[config.mk]
export PLATFORM = sky130hd
export DESIGN_NAME = mac_sequencer
export DESIGN_NICKNAME = d
export VERILOG_FILES = /design/src/rtl/mac_sequencer.sv
export SDC_FILE = /design/constraint.sdc
export NUM_CORES = 1
export LEC_CHECK = 0
export CAP_MARGIN = 20
export CORE_AREA = 4 4 93 95
export CTS_CLUSTER_SIZE = 16
export DETAILED_ROUTE_END_ITERATION = 6
export DIE_AREA = 0 0 97 99
export PLACE_DENSITY = 0.8
export RECOVER_POWER = 100
export SYNTH_ARGS = -nofsm -noshare
export SYNTH_HDL_FRONTEND = slang
export SYNTH_SLANG_ARGS = --single-unit
[constraint.sdc]
create_clock -name clk -period 1.9 [get_ports clk]
set_clock_uncertainty 0.05 [all_clocks]
set_input_delay 0.57 -clock clk [delete_from_list [all_inputs] [get_ports clk]]
set_output_delay 0.57 -clock clk [all_outputs]
set_load 0.01 [all_outputs]
[src/rtl/mac_sequencer.sv]
// mac_sequencer: issues bias load, multiply-accumulate steps and write-back
// to an external MAC ALU and register file. It computes
//   rf[dst] = rf[bias] + sum(rf[a+i] * rf[b+i]) for i in 0..len-1.
//
// Handshake: start is only sampled while IDLE (busy low). Every other start is
// ignored. done is a one-cycle pulse coinciding with the rf_we write-back.
module mac_sequencer #(
  parameter int REG_DATA_WIDTH = 16,
  parameter int REG_ADDR_WIDTH = 4,
  parameter int LEN_WIDTH      = 8
) (
  input  logic                      clk,
  input  logic                      rst,
  input  logic                      start,
  input  logic [REG_ADDR_WIDTH-1:0] bias_addr,
  input  logic [REG_ADDR_WIDTH-1:0] a_base,
  input  logic [REG_ADDR_WIDTH-1:0] b_base,
  input  logic [REG_ADDR_WIDTH-1:0] dst_addr,
  input  logic [LEN_WIDTH-1:0]      len,
  output logic                      busy,
  output logic                      done,
  output logic [REG_ADDR_WIDTH-1:0] rf_raddr1,
  output logic [REG_ADDR_WIDTH-1:0] rf_raddr2,
  input  logic [REG_DATA_WIDTH-1:0] rf_rdata1,
  input  logic [REG_DATA_WIDTH-1:0] rf_rdata2,
  output logic                      rf_we,
  output logic [REG_ADDR_WIDTH-1:0] rf_waddr,
  output logic [REG_DATA_WIDTH-1:0] rf_wdata,
  output logic                      alu_funct,
  output logic                      alu_mac_en,
  output logic [REG_DATA_WIDTH-1:0] alu_rs1,
  output logic [REG_DATA_WIDTH-1:0] alu_rs2,
  input  logic [REG_DATA_WIDTH-1:0] alu_rd,
  output logic [1:0]                dbg_state
);

  typedef enum logic [1:0] {
    IDLE = 2'd0,
    INIT = 2'd1,
    MAC  = 2'd2,
    WB   = 2'd3
  } state_t;

  state_t state, state_next;

  logic [REG_ADDR_WIDTH-1:0] bias_q, a_q, b_q, dst_q;
  logic [LEN_WIDTH-1:0]      len_q;
  logic [LEN_WIDTH-1:0]      idx;
  logic [REG_ADDR_WIDTH-1:0] idx_addr;
  logic                      last_mac;

  // Address offsets wrap modulo the register count, so only the low bits of
  // the index matter for addressing.
  assign idx_addr  = REG_ADDR_WIDTH'(idx);
  assign last_mac  = (idx == len_q - LEN_WIDTH'(1));
  assign dbg_state = state;

  // State register.
  always_ff @(posedge clk) begin
    if (rst) state <= IDLE;
    else     state <= state_next;
  end

  // Operand capture: only an accepted start (in IDLE) updates the latches.
  always_ff @(posedge clk) begin
    if (rst) begin
      bias_q <= '0;
      a_q    <= '0;
      b_q    <= '0;
      dst_q  <= '0;
      len_q  <= '0;
    end else if (state == IDLE && start) begin
      bias_q <= bias_addr;
      a_q    <= a_base;
      b_q    <= b_base;
      dst_q  <= dst_addr;
      len_q  <= len;
    end
  end

  // Product index: cleared in INIT, advanced once per MAC cycle.
  always_ff @(posedge clk) begin
    if (rst)                idx <= '0;
    else if (state == INIT) idx <= '0;
    else if (state == MAC)  idx <= idx + LEN_WIDTH'(1);
  end

  // Next-state and output decode; every output idles at zero.
  always_comb begin
    state_next = state;
    busy       = 1'b0;
    done       = 1'b0;
    rf_raddr1  = '0;
    rf_raddr2  = '0;
    rf_we      = 1'b0;
    rf_waddr   = '0;
    rf_wdata   = '0;
    alu_funct  = 1'b0;
    alu_mac_en = 1'b0;
    alu_rs1    = '0;
    alu_rs2    = '0;
    case (state)
      IDLE: begin
        if (start) state_next = INIT;
      end
      INIT: begin
        busy       = 1'b1;
        rf_raddr1  = bias_q;
        alu_funct  = 1'b1;
        alu_mac_en = 1'b1;
        alu_rs1    = rf_rdata1;
        state_next = (len_q != '0) ? MAC : WB;
      end
      MAC: begin
        busy       = 1'b1;
        rf_raddr1  = a_q + idx_addr;
        rf_raddr2  = b_q + idx_addr;
        alu_mac_en = 1'b1;
        alu_rs1    = rf_rdata1;
        alu_rs2    = rf_rdata2;
        if (last_mac) state_next = WB;
      end
      WB: begin
        // Operands held at zero so the ALU result is the accumulated psum.
        busy       = 1'b1;
        done       = 1'b1;
        rf_we      = 1'b1;
        rf_waddr   = dst_q;
        rf_wdata   = alu_rd;
        state_next = IDLE;
      end
      default: state_next = IDLE;
    endcase
  end

endmodule

=== Word-level counts from Yosys, hierarchy flattened ===
Cells that the tools add are included.

* Flip-flop bits (word level): 34
* Input port bits: 75
* Output and inout bits: 67
* Word-level logic and storage cells: 38

* Add/subtract/negate cells: 4
* Eq/ne operators: 6
* Multiplexer cells: 14
* Reduce and logical (&&, ||, !) cells: 7

{| class="wikitable"
|+ Operators by type and width
! cell !! number
|-
| $mux W16 || 3
|-
| $add A4 B4 Y4 || 2
|-
| $add A8 B1 Y8 const B || 1
|-
| $eq A8 B8 Y1 || 1
|-
| $mux W4 || 2
|-
| $pmux W2 S4 || 1
|-
| $pmux W4 S2 || 1
|-
| $reduce_bool A8 Y1 || 1
|-
| $sub A8 B1 Y8 const B || 1
|-
| $mux W1 || 5
|-
| $eq A2 B2 Y1 const B || 2
|-
| $mux W2 || 2
|-
| $ne A2 B2 Y1 const B || 2
|-
| $reduce_or A2 Y1 || 2
|-
| $reduce_or A3 Y1 || 1
|-
| $eq A2 B1 Y1 const B || 1
|-
| $logic_not A2 Y1 || 1
|-
| $reduce_and A2 Y1 || 1
|-
| $logic_and A1 B1 Y1 || 1
|}

=== Longest topological paths before layout ===
* Depth after elaboration: 4
* Gate-level depth with buffers: 8
* Mapped depth without buffers: 8

=== Worst setup path before layout ===
Ideal clock, no wire load.

* Path kind: reg-to-output
* Start point: reg idx[1]
* End point: out rf_raddr1[3]
* Data arrival time: 1.449 ns
* Data required time: 1.280 ns
* Slack: -0.169 ns
* Stages on the path, launching flop included: 7
* Path buffers: 0
* Path through: dfxtp_1 ha_1 a21o_1 a21oi_1 xnor2_1 a22oi_1 nor2b_1

* Word-level cells in the longest chain between the ends: 2

{| class="wikitable"
|+ Ends and longest elaborated chain
! element !! RTL line !! source
|-
| from (decl) || 48 || <nowiki>logic [LEN_WIDTH-1:0] idx;</nowiki>
|-
| from (signal assigned) || 85 || <nowiki>else if (state == MAC) idx <= idx + LEN_WIDTH'(1);</nowiki>
|-
| $add A4 B4 Y4 || 116 || <nowiki>rf_raddr1 = a_q + idx_addr;</nowiki>
|-
| $pmux W4 S2 || 102 || <nowiki>case (state)</nowiki>
|-
| to (decl) || 22 || <nowiki>output logic [REG_ADDR_WIDTH-1:0] rf_raddr1,</nowiki>
|}

No other way between the ends.

=== Final worst setup path ===
* Start point: reg state[1], in the netlist dbg_state[1]
* End point: out rf_raddr2[1]

* Word-level cells in the longest chain between the ends: 2

{| class="wikitable"
|+ Ends and longest elaborated chain
! element !! RTL line !! source
|-
| from (decl) || 44 || <nowiki>state_t state, state_next;</nowiki>
|-
| from (signal assigned) || 61 || <nowiki>else state <= state_next;</nowiki>
|-
| $eq A2 B2 Y1 || 102 ||
|-
| $mux W4 || 102 ||
|-
| to (decl) || 23 || <nowiki>output logic [REG_ADDR_WIDTH-1:0] rf_raddr2,</nowiki>
|}

No other way between the ends.

==> summary.txt <==
Pwr
  – Worst IR Drop VDD: about 0.52 mV
  – Power density over the cells: about 1200 nW/um^2
  – P_leak: 0.00214 uW

Placement
  – Pre-CTS WS: -0.555 ns
  – Port buffer count: around 140
  – GPL Wtd Cong: roughly 0.84
  – Dpl hpwl: about 6100 um
  – Area after DPL: about 4100 um^2

Clocking
  – # H-tree levels: 2
  – CTS tree: done
  – CTS Buf Count: 5
  – Worst-Skew Late Latency: about 0.29 ns
  – Worst-case clock buffer depth: 2
  – Root Buffer: clkbuf_8
  – Clock Pin Slew Worst Setup and Hold Paths: 0.07 ns
  – Sinks on Clock Net: 34
  – Cts hold-fix bufs: 0

STA
  – Max-slew violation count: 0
  – RSZ-0062 raised after global routing: true
  – Worst setup slack after layout: -0.401 ns
  – Rel. slew slack: between 70% and 80%
  – Setup-failing EPs final: between 60 and 70
  – Tmin final: 2.30 ns
  – Final Cycle Share: 121%
  – Fmax: about 0.43 GHz
  – TNS Setup: -14.41 ns
  – Min Hold Slack: around 0.41 ns
  – Final hold vios: 0
  – Worst slew pin tran: between 0.4 and 0.5 ns

Critical path
  – Worst EP arrival: ~1.7 ns
  – Slowest stage delay, CP: between 0.3 and 0.4 ns
  – Req. time, crit path: between 1 and 1.5 ns
  – Most common cell on crit path: buf_6
  – Slowest cell on the critical path: dfxtp_4
  – Crit-path cells: buf_6 -> ha_1 -> buf_6 -> buf_4 -> nor2b_1 -> buf_2
  – Startpoint types: register
  – Crit path kind: register to output pin
  – Critical path endpoint category: output pin
  – Crit Path Max Fanout: 5

Floorplanning
  – Die ar.: slightly below 10000 um^2
  – Initial core utilization: 29.5%
  – Rows: 32
  – Core ar.: slightly below 8000 um^2
  – # IOs: roughly 140
  – Die W: approximately 97 um
  – Die Ht: roughly 99 um

Yosys
  – Mapped cell area: between 2000 and 2500 um^2
  – Net Count, Synth: roughly 380
  – Yosys cell types: 40
  – Mux contribution to synthesized area: less than 1%
  – Synthesized-area fraction occupied by ao, oa, aoi and oai cells: between 10% and 20%
  – Syn_area_per_cell: between 7 and 8 um^2
  – Sequential area share after synthesis: approximately 30%
  – Yosys warning total: 0
  – Synth Instances: 290
  – Async set or reset register ratio after synthesis: 0%
  – Main combinational cell family by area after synthesis: simple AND/OR/NAND/NOR gates
  – Number of synthesized flops with an enable pin: 0
  – Synth Area in Adders: under 10%
  – Post-Synth Simple-Gate Area: roughly a third
  – Post-synthesis register bit count: 34
  – Top_reg_cell synth: dfxtp_1
  – XOR/XNOR Fraction of Synth Area: 8.03%

Layout
  – Layout cells sized above 1: 47.2%
  – Most frequent cells in the layout: buf_6, clkdlybuf4s50_1, nand2_1, and2_4, buf_4
  – Fin util: around 62%
  – Area grow syn2layout: 111%
  – Nets: about 580
  – Final instance area: 4810 um^2
  – Commonest non-fill, non-tap cell in the layout: buf_6
  – N_diodes: 0

Hold path
  – HP Class: register to register

Global route
  – Vias in the first global route: 2817
  – Initial antenna violation count: 0
  – First-pass GRT wire length: between 10000 and 15000 um
  – Total track usage: about 18%
  – GR Overflow Total: 0
  – Largest net degree at the start of global routing: 25

Status
  – Failing checks: setup timing
  – Outcome: complete, but fails checks

Route
  – Vias: roughly 2700
  – Iteration-0 DRC Markers: between 100 and 150
  – DRC: 0
  – 1st-pass router iterations: 4
  – Routed wire length: between 9000 and 10000 um
  – Post-DR vias/cell: 4.60
  – Wirelength per Cell: 15.4 um
  – Antenna-violating nets left: 0

Job
  – Max Cap Violations: 0
flip-flops by register name, summed over array words and instances (netlist names):
register	flops
dst_q	4
dbg_state	2
len_q	8
bias_q	4
b_q	4
a_q	4
idx	8
path summary, 6_finish.rpt:
| kind | start | to | slack (ns) | depth (start not counted) |
|---|---|---|---|---|
| setup reg to reg | dbg_state[1] | idx[7] | -0.23 | 8 |
| hold reg to reg | bias_q[3] | bias_q[3] | 0.41 | 2 |
| setup / recovery | dbg_state[1] | rf_raddr2[1] | -0.40 | 6 |
| hold / removal | bias_q[3] | bias_q[3] | 0.41 | 2 |
cells by family (layout without fill, tap and decap cells):
family / after synthesis / after routing
xor gates and xnor gates: 20 / 20
AOI/OAI and AO/OA: 47 / 47
buffers and inverters: 27 / 222
and+or+nand+nor: 144 / 144
muxes: 2 / 2
adders and majority gates: 16 / 16
DFF: 34 / 34
what timing repair did:
action / in CTS / in global routing
gates cloned: 7 / 0
pin swaps: 22 / 8
gates resized for setup: 388 / 61
buffers inserted: 14 / 12
endpoints found under the setup margin: 69 / 68
where the power goes:
part	internal, uW	switching (uW)	leakage, uW
logic	2480	1670	0.00180
clock network	292	269	0.0000482
registers	857	129	0.000283
worst max-delay path, delay by kind of cell, from the launching register on:
family	cells	cell delay, ns
flops	1	0.39
simple gates	1	0.12
fa+ha+maj	1	0.36
buf+inv	4	0.52
per-stage QoR:
| step | instances | power [uW] |
|---|---|---|
| 2_1_floorplan | 290 | 2310 |
| 3_3_place_gp | 552 | 3730 |
| 3_5_place_dp | 552 | 3800 |
| 4_1_cts | 581 | 5270 |
| 5_1_grt | 587 | 6020 |
| 6_report | 587 | 5700 |
layer usage:
layer | up-vias | global-route usage (%) | part of all wire [%]
met1 | 1275 | 20.1 | 38
met4 | 0 | 5.08 | 2.1
li1 | 1338 | - | -
met5 | - | 0 | 0
met2 | 71 | 32.8 | 55
met3 | 17 | 4.32 | 4.5
cells in the mapped netlist, types with 2 or more instances:
master,n,share of area (%)
nand2b_1,3,0.82
o21ai_1,2,0.44
xor2_1,13,5.0
nor2_1,9,1.5
mux2i_1,2,0.88
nand4_1,3,0.82
nor3_1,3,0.66
inv_1,8,1.3
nor2b_1,5,1.4
fa_1,2,1.8
xnor2_1,6,2.3
o21ai_0,2,0.44
and3_1,2,0.55
and2_1,56,15
a21oi_1,29,6.4
or3_1,2,0.55
nand2_1,55,9.1
a22oi_1,4,1.3
ha_1,14,7.7
a21o_1,2,0.66
clkbuf_1,15,2.5
dfxtp_1,34,30
a221oi_2,2,1.3
final cells by class:
| class | count | area [um^2] |
|---|---|---|
| fill | 608 | 2920 |
| multi-input combinational | 229 | 1770 |
| clock inverter | 1 | 5.00 |
| tap | 102 | 128 |
| sequential | 34 | 703 |
| clock buffer | 7 | 86.3 |
| timing repair buffer | 206 | 2080 |
| inverter | 8 | 35.0 |
No activity file was read; power rests on OpenSTA's default activity.
